--- src/rtl/min_search_pipe.sv ---
// rtl/min_search_pipe.sv - pipelined argmin comparator tree over NUM_STATES metrics; MIN_SEARCH_NORM_EN adds norm_req
module min_search_pipe #(
    parameter int NUM_STATES = 8,
    parameter int METRIC_W   = 7,
    localparam int IDX_W     = $clog2(NUM_STATES)
) (
    input  logic                           clk,
    input  logic                           rst_n,
    input  logic                           in_valid,
    output logic                           in_ready,
    input  logic [NUM_STATES*METRIC_W-1:0] metrics_in,
    output logic                           out_valid,
    input  logic                           out_ready,
    output logic [IDX_W-1:0]               out_idx,
    output logic [METRIC_W-1:0]            out_min
`ifdef MIN_SEARCH_NORM_EN
    ,
    output logic                           norm_req
`endif
);

    // The whole tree moves in lockstep; it only freezes when a result is waiting unconsumed.
    logic adv;
    assign adv      = !(out_valid && !out_ready);
    assign in_ready = adv;

    // Level l halves the candidate count; stored index is relative to the node's subtree,
    // so it gains one bit per level (MSB = which half won).
    for (genvar l = 0; l < IDX_W; l++) begin : lvl
        localparam int NODES = NUM_STATES >> (l + 1);

        logic [METRIC_W-1:0] met   [NODES];
        logic [l:0]          idx   [NODES];
        logic                vld;
        logic [METRIC_W-1:0] met_d [NODES];
        logic [l:0]          idx_d [NODES];
        logic                vld_d;
        logic [NODES-1:0]    sel;

        if (l == 0) begin : g_leaf
            // First level compares adjacent raw metrics; right wins only when strictly smaller.
            always_comb begin
                vld_d = in_valid;
                for (int j = 0; j < NODES; j++) begin
                    sel[j]   = metrics_in[(2*j+1)*METRIC_W +: METRIC_W]
                             < metrics_in[(2*j)*METRIC_W +: METRIC_W];
                    met_d[j] = sel[j] ? metrics_in[(2*j+1)*METRIC_W +: METRIC_W]
                                      : metrics_in[(2*j)*METRIC_W +: METRIC_W];
                    idx_d[j] = sel[j];
                end
            end
        end else begin : g_node
            // Inner levels compare the survivors of the previous stage, ties keep the left (lower) index.
            always_comb begin
                vld_d = lvl[l-1].vld;
                for (int j = 0; j < NODES; j++) begin
                    sel[j]   = lvl[l-1].met[2*j+1] < lvl[l-1].met[2*j];
                    met_d[j] = sel[j] ? lvl[l-1].met[2*j+1] : lvl[l-1].met[2*j];
                    idx_d[j] = sel[j] ? {1'b1, lvl[l-1].idx[2*j+1]}
                                      : {1'b0, lvl[l-1].idx[2*j]};
                end
            end
        end

        // Stage register: loads on advance, otherwise holds; reset clears valid and zeroes data.
        always_ff @(posedge clk or negedge rst_n) begin
            if (!rst_n) begin
                vld <= 1'b0;
                for (int j = 0; j < NODES; j++) begin
                    met[j] <= '0;
                    idx[j] <= '0;
                end
            end else if (adv) begin
                vld <= vld_d;
                for (int j = 0; j < NODES; j++) begin
                    met[j] <= met_d[j];
                    idx[j] <= idx_d[j];
                end
            end
        end
    end

    assign out_valid = lvl[IDX_W-1].vld;
    assign out_min   = lvl[IDX_W-1].met[0];
    assign out_idx   = lvl[IDX_W-1].idx[0];

`ifdef MIN_SEARCH_NORM_EN
    // Flag results whose minimum has its MSB set; loaded alongside the last stage so it tracks out_valid.
    always_ff @(posedge clk or negedge rst_n) begin
        if (!rst_n) begin
            norm_req <= 1'b0;
        end else if (adv) begin
            norm_req <= lvl[IDX_W-1].vld_d && lvl[IDX_W-1].met_d[0][METRIC_W-1];
        end
    end
`endif

endmodule
--- config.mk ---
export PLATFORM = sky130hd
export DESIGN_NAME = min_search_pipe
export DESIGN_NICKNAME = d
export VERILOG_FILES = /design/src/rtl/min_search_pipe.sv
export SDC_FILE = /design/constraint.sdc
export NUM_CORES = 1
export LEC_CHECK = 0
export ABC_AREA = 1
export BUFFER_PORTS_ARGS = -buffer_cell sky130_fd_sc_hd__buf_2
export CAP_MARGIN = 30
export CORE_MARGIN = 3
export CORE_UTILIZATION = 55
export CTS_CLUSTER_SIZE = 40
export DETAILED_ROUTE_END_ITERATION = 8
export GPL_TIMING_DRIVEN = 1
export PLACE_DENSITY_LB_ADDON = 0.12
export SYNTH_ARGS = -nofsm -noshare
export SYNTH_HDL_FRONTEND = slang
export SYNTH_SLANG_ARGS = --single-unit
--- constraint.sdc ---
create_clock -name clk -period 2 [get_ports clk]
set_input_delay 0.2 -clock clk [delete_from_list [all_inputs] [get_ports clk]]
set_output_delay 0.2 -clock clk [all_outputs]
set_load 0.1 [all_outputs]
# After elaboration in Yosys (flattened, before gate mapping)
# Index checks and enable logic that the tools add are counted.
[classes]
magnitude_cmp = 7
n_reduce_logical = 3
n_mux = 10
[op_table]
columns = ["cell", "count"]
rows = [
  ["$lt A7 B7 Y1", 7],
  ["$mux W7", 7],
  ["$mux W2", 2],
  ["$mux W3", 1],
  ["$logic_not A1 Y1", 2],
  ["$logic_and A1 B1 Y1", 1],
]
[totals]
reg_bits = 63
out_inout_bits = 12
wordCells = 37
input_bits = 60

# Longest topological paths before layout
# Gate-level depths: netlist of the first run.
[depth]
ltp_word = 3
mapped_depth = 11
depth_no_buf = 11

# Worst setup path after synthesis of the first run
# No wires, ideal clock.
[synth_path]
path_kind = "flip-flop to flip-flop"
start = "reg lvl[2].vld, in the netlist out_valid"
end = "reg lvl[0].met[0] in the netlist's numbering"
t_required_ps = 1880
arrival_time_ps = 1820
n_path_buf = 1
setup_slack_ps = 59
period_less_slack_ps = 1941
setup_ps = 120
path_stages_with_launch = 7
cell_sequence = "dfrtp_1 > inv_1 > nor2_4 > inv_2 > buf_2 > nand3_1 > nand2_1"
[synth_via]
elab_chain_cells = 1
[synth_lines]
columns = ["element", "line", "source"]
rows = [
  ["from (decl)", "34", "logic vld;"],
  ["from (signal assigned)", "74", "vld <= vld_d;"],
  ["$logic_and A1 B1 Y1", "24", "assign adv = !(out_valid && !out_ready);"],
  ["to (signal, indexed assignment)", "76", "met[j] <= met_d[j];"],
  ["to (decl)", "32", "logic [METRIC_W-1:0] met [NODES];"],
]
# No other way between the ends.
# A chain may end at the register's enable or synchronous reset.

# Final worst setup path of the first run
[layout_path]
start = "reg lvl[2].vld, in the netlist out_valid"
end = "out in_ready"
[layout_via]
elab_chain_cells = 2
[layout_lines]
columns = ["element", "line", "source"]
rows = [
  ["$logic_and A1 B1 Y1", "24", ""],
  ["$logic_not A1 Y1", "24", ""],
  ["to (decl)", "10", "output logic in_ready,"],
]
# No other way between the ends.

==> results of run 1 <==
layout make-up:
cell class | instances | share of cell area [%]
Sequential cell | 63 | 30.9
Tap cell | 102 | 2.50
Multi-Input combinational cell | 433 | 44.8
Clock buffer | 12 | 2.85
Clock inverter | 4 | 0.884
Timing Repair Buffer | 77 | 7.91
Inverter | 137 | 10.1
metal layers:
metal	global-route usage, %	vias to the layer above
met2	36.9	76
li1	-	2125
met3	2.74	15
met5	0	-
met4	8.18	0
met1	29.8	1854
placed cells by master, fill, tap and decap left out, drive strengths merged:
master and n:
a21oi 14, buf 76, bufinv 1, clkbuf 12, clkinv 3, dfrtp 63, dlygate4sd3 1, ha 42
inv 137, nand2 255, nand3 106, nor2 8, o21ai 8
synthesized netlist by cell type, drive strengths merged:
cell type  number  area, sq um
nand2         255         1000
buf            10         57.6
nand3         106          531
nor2            8         37.5
inv           137          514
clkbuf          3         11.3
dfrtp          63         1580
o21ai           8         40.0
a21oi          14          149
ha             42          526
state kept, by name, indices dropped and copies added (netlist names):
| register | count |
|---|---|
| out_idx | 3 |
| lvl.idx | 8 |
| out_min | 7 |
| out_valid | 1 |
| lvl.met | 42 |
| lvl.vld | 2 |
worst reg2reg max path, stage by stage, from the launching register on:
cell and delay (ns):
dfrtp_1 0.40, ha_1 0.33, nand2_1 0.08, nand2_1 0.08
a21oi_4 0.29, nand2_4 0.14, nand2_1 0.08, nand3_1 0.07
nand2_1 0.07
per-stage QoR:
stage,power [mW],cells,setup WS (ns)
floorplan,5.25,646,0.0594
global placement,5.93,811,0.427
detailed placement,6.06,811,0.407
CTS,7.16,828,0.250
global route,7.79,828,0.172
finish,7.08,828,0.275
power by group:
part | total (mW) | internal [mW] | leakage [nW] | switching (mW)
clock | 1.07 | 0.604 | 0.100 | 0.461
combinational | 3.88 | 1.15 | 2.33 | 2.73
sequential | 2.13 | 1.80 | 0.740 | 0.335
total | 7.08 | 3.55 | 3.17 | 3.53
worst max path at each step:
stage          slack, ns  cells after the start           from             to
4_1_cts             0.25                      4      out_valid       in_ready
3_5_place_dp        0.41                      8  lvl[1].met[6]     out_min[5]
3_3_place_gp        0.43                      8  lvl[1].met[6]     out_min[5]
5_1_grt             0.17                      4      out_valid       in_ready
2_1_floorplan       0.06                      6      out_valid  lvl[0].met[0]
6_report            0.27                      4      out_valid       in_ready
kinds of logic (layout without fill, tap and decap cells):
kind of cell / count (synthesis) / after routing
AND/OR/NAND/NOR: 369 / 369
buffers and inverters: 150 / 230
flip-flops: 63 / 63
adder cells (fa/ha/maj): 42 / 42
AO/OA/AOI/OAI: 22 / 22
==> flow_summary.toml, run 1 <==
[grt]
grt_max_degree = 69
grt_usage_pct = 22.3
antenna_found_initial = 0
grt_overflow_total = 0
grt_pass1_vias = 3881
grt_pass1_wl_mm = 16.4

[sta]
finalCritPeriodShare_pct = 86.3
skew_ns = 0.00894
fmax_ghz = 0.580
finalSetupTns_ns = 0
rsz0062_at_grt = "no"
slew_viol_final = 0
post-route-min-period_ns = 1.73
finalHoldViolations = 0
whs_ns = 0.0761
worstMarginPinSlew_ns = 0.645
slew_headroom_pct = 57.0
finalSetupViolCount = 0

[detailed_routing]
top_layer = "met4"
dr.pass1.iters = 5
initialDrtViolationCount = 154
wl_met1_mm = 4.46
drcViolationCount = 0
dr_wl_met3_um = 298
postRouteWirelength_mm = 9.23
num_vias = 4070
routedWlPerCell_um = 11.2
ant_nets = 0
dr_wl_met2_mm = 4.30
via_per_inst = 4.92

[worst_setup_path]
critPathCaptureType = "output port"
timing.rr.end = "out_idx[0]"
worstPathRequired_ns = 1.80
slowest_stage = "buf_2"
critPathTopFamily = "buffers and inverters"
crit_path_start_kind = "flop"
cp.arrival_ns = 1.53
r2r_start = "lvl[1].met[6]"
r2r_cells = 8
path_buf_inv = 3
path_cells = "inv_1 > nor2_4 > inv_2 > buf_2"
worst_path_largest_cell_delay_ns = 0.48
rrSetupSlack_ns = 0.39
worstPathMaxFanout = 14
worst-setup-path-type = "flop to output port"

[synth]
syn_inst = 646
yosys.area_share.simple_pct = 35.3
ys_ff_latch = 63
synth_top_family_by_area = "simple AND/OR/NAND/NOR gates"
yosys.cell_types.count = 17
synth_area_sq_um = 4440
ys_warn_count = 0
avgSynthCellArea_sq_um = 6.88
synth_nets = 748
synth_fa_ha_area_share_pct = 11.8
synth_mux_area_share_pct = 0
synth_compound_area_share_pct = 4.25
synth_xor_area_share_pct = 0
yosysSeqAreaShare_pct = 35.5

[pwr]
power_density_nw_per_um2 = 1390
power_leakage_nw = 3.17
irDropWorstVdd_mv = 0.884

[cts]
htreeDepth = 3
cts-resized-gates = 0
cts_sinks = 63
postCtsHoldBufs = 1
post_cts_buffers = 0
root_buffer = "clkbuf_8"
cts_buffers = 9
clkTransAtPathRegs_ns = 0.06
clock_latency_ns = 0.33
cts_buffer_depth = 2
cts_tree = "built"

[die]
io_pins = 72
rows = 32
design.core.area_sq_um = 7770
die_h_um = 95.9
die-area_sq_um = 9190
die_w_um = 95.9
initial_core_util_pct = 57.2

[layout]
seqCellArea_sq_um = 1580
final_util_pct = 65.6
final_cell_area_sq_um = 5100
nNetsFinal = 823
multi_input_area_sq_um = 2280
n_fill_cell = 756
areaGrowthSynthToFinish_pct = 14.7
insertedDiodeCount = 0
drive_above_1_share_pct = 15.7

[job]
drv_cap = 0

[min_path]
hp-start = "in_valid"
hp-class = "input pin to flop"
whs_endpoint = "lvl[0].vld"
worstHoldPathCells = 3

[place]
port_buffers = 71
place_hpwl_mm = 7.26
gp_congestion = 0.798
postPlaceCellArea_sq_um = 4900

[outcome]
outcome = "finished, final reports clean"
Note: power is estimated with default switching activity, not from simulation.
==> run 2, diff against run 1 <==
CELL_PAD_IN_SITES_DETAIL_PLACEMENT = 0   (was not set)
CELL_PAD_IN_SITES_GLOBAL_PLACEMENT = 1   (was not set)
CORE_UTILIZATION = 41   (was 55)
==> run 2 against run 1 <==
Compared with the run above: sequential power is essentially flat; cell area grew 0.61%; maximum frequency shrank 5.5%; critical path depth is the same; utilization shrank 16 points; combinational power is essentially flat; critical endpoint unchanged.
==> flow_summary.toml, run 2 (synthesis gave the netlist of run 1 again) <==
[worst_setup_path]
critPathTopFamily = "buffers and inverters"
crit_path_start = "out_valid"
worstPathMaxFanout = 18
worstPathRequired_ns = 1.80
crit_path_start_kind = "flop"
worst_path_largest_cell_delay_ns = 0.50
path_buf_inv = 3
worst-setup-path-type = "flop to output port"
critPathCaptureType = "output port"
path_cells = "inv_1 > nor2_4 > inv_2 > buf_2"
slowest_stage = "buf_2"
cp.arrival_ns = 1.63
r2r_start = "lvl[1].met[4]"

[cts]
cts_sinks = 63
root_buffer = "clkbuf_8"
cts_tree = "built"
clock_latency_ns = 0.34
htreeDepth = 3
clkTransAtPathRegs_ns = 0.08
cts_buffers = 9
post_cts_buffers = 0
cts-resized-gates = 0
cts_buffer_depth = 2

[detailed_routing]
initialDrtViolationCount = 187
dr.pass1.iters = 4
ant_nets = 0
num_vias = 3968
postRouteWirelength_mm = 9.62
drcViolationCount = 0
routedWlPerCell_um = 11.2
via_per_inst = 4.61

[sta]
whs_ns = 0.0553
finalSetupTns_ns = 0
worstMarginPinSlew_ns = 0.662
finalHoldViolations = 0
rsz0062_at_grt = "no"
finalSetupViolCount = 0
fmax_ghz = 0.548
skew_ns = 0.00950
slew_viol_final = 0
finalCritPeriodShare_pct = 91.3
slew_headroom_pct = 55.9
post-route-min-period_ns = 1.83

[layout]
final_cell_mix = "nand2_1, inv_1, nand3_1, buf_2, dfrtp_1"
top_register = "lvl.met"
finalNonFillerCells = 861
final_common_cell = "nand2_1"
largest_reg_flops = 42
n_fill_cell = 1108
areaGrowthSynthToFinish_pct = 15.4
insertedDiodeCount = 0
seqCellArea_sq_um = 1580
drive_above_1_share_pct = 15.9
nNetsFinal = 822
multi_input_area_sq_um = 2280

[pwr]
power_mw = 7.02
power_density_nw_per_um2 = 1370
irDropWorstVdd_mv = 0.889
power_leakage_nw = 3.15

[grt]
grt_overflow_total = 0
antenna_found_initial = 0
grt_max_degree = 69
grt_usage_pct = 17.2
grt_pass1_vias = 3764
grt_pass1_wl_mm = 16.9

[outcome]
outcome = "finished, final reports clean"

[die]
die_w_um = 110
initial_core_util_pct = 42.7
rows = 37
io_pins = 72
die-area_sq_um = 12100
design.core.area_sq_um = 10400
die_h_um = 110

[place]
gp_congestion = 0.804
port_buffers = 71
placed_cells = 844
place_hpwl_mm = 7.34

[min_path]
hp-start = "in_valid"
hp-class = "input pin to flop"

[job]
drv_cap = 0
-- run 2: power by group --
part | leakage, nW | total [mW] | switching (mW) | internal (mW)
Combinational | 2.33 | 3.90 | 2.76 | 1.15
Clock | 0.0812 | 0.985 | 0.537 | 0.448
Sequential | 0.740 | 2.14 | 0.339 | 1.80
-- run 2: final timing paths --
check	to	slack (ns)	cells past startpoint
max	in_ready	0.17	4
min	lvl[0].vld	0.06	3
max reg2reg	out_min[5]	0.37	8
max in group asynchronous	lvl[0].met[26]	1.32	3
min in group asynchronous	lvl[0].met[0]	0.39	3
min reg2reg	out_valid	0.47	2
-- run 2: area by class of cell --
| type | count | area share [%] |
|---|---|---|
| clock buffer | 9 | 2.42 |
| sequential | 63 | 30.7 |
| multi-input combinational | 433 | 44.6 |
| tap | 136 | 3.32 |
| inverter | 137 | 10.0 |
| clock inverter | 7 | 0.976 |
| timing repair buffer | 76 | 7.96 |
-- run 2: tightest hold or removal path, stage by stage --
cell	delay, ns
buf_2	0.08
nand2_1	0.05
nand2_1	0.04
-- run 2: stage by stage --
stage	cell area [sq um]	utilization [%]	worst slack [ns]
6_report	5130	49.2	0.174
5_1_grt	5130	49.2	0.0791
4_1_cts	5130	49.2	0.114
3_5_place_dp	4940	47.5	0.382
3_3_place_gp	4940	47.5	0.403
2_1_floorplan	4440	-	0.0594
-- run 2: timing repair --
action,4_1_cts,5_1_grt
hold endpoints to repair,63,0
setup endpoints to repair,0,0
hold buffers,1,0
-- run 2: routing by layer --
metal  GRT usage [%]  share of wire (%)  vias to the layer above  routed length [um]
met5               0                  0                        -                   0
met2            27.4                 44                       63                4250
met4            3.96               0.83                        0                  80
li1                -                  -                     2122                   -
met1            24.1                 51                     1778                4950
met3            3.49                3.5                        5                 340
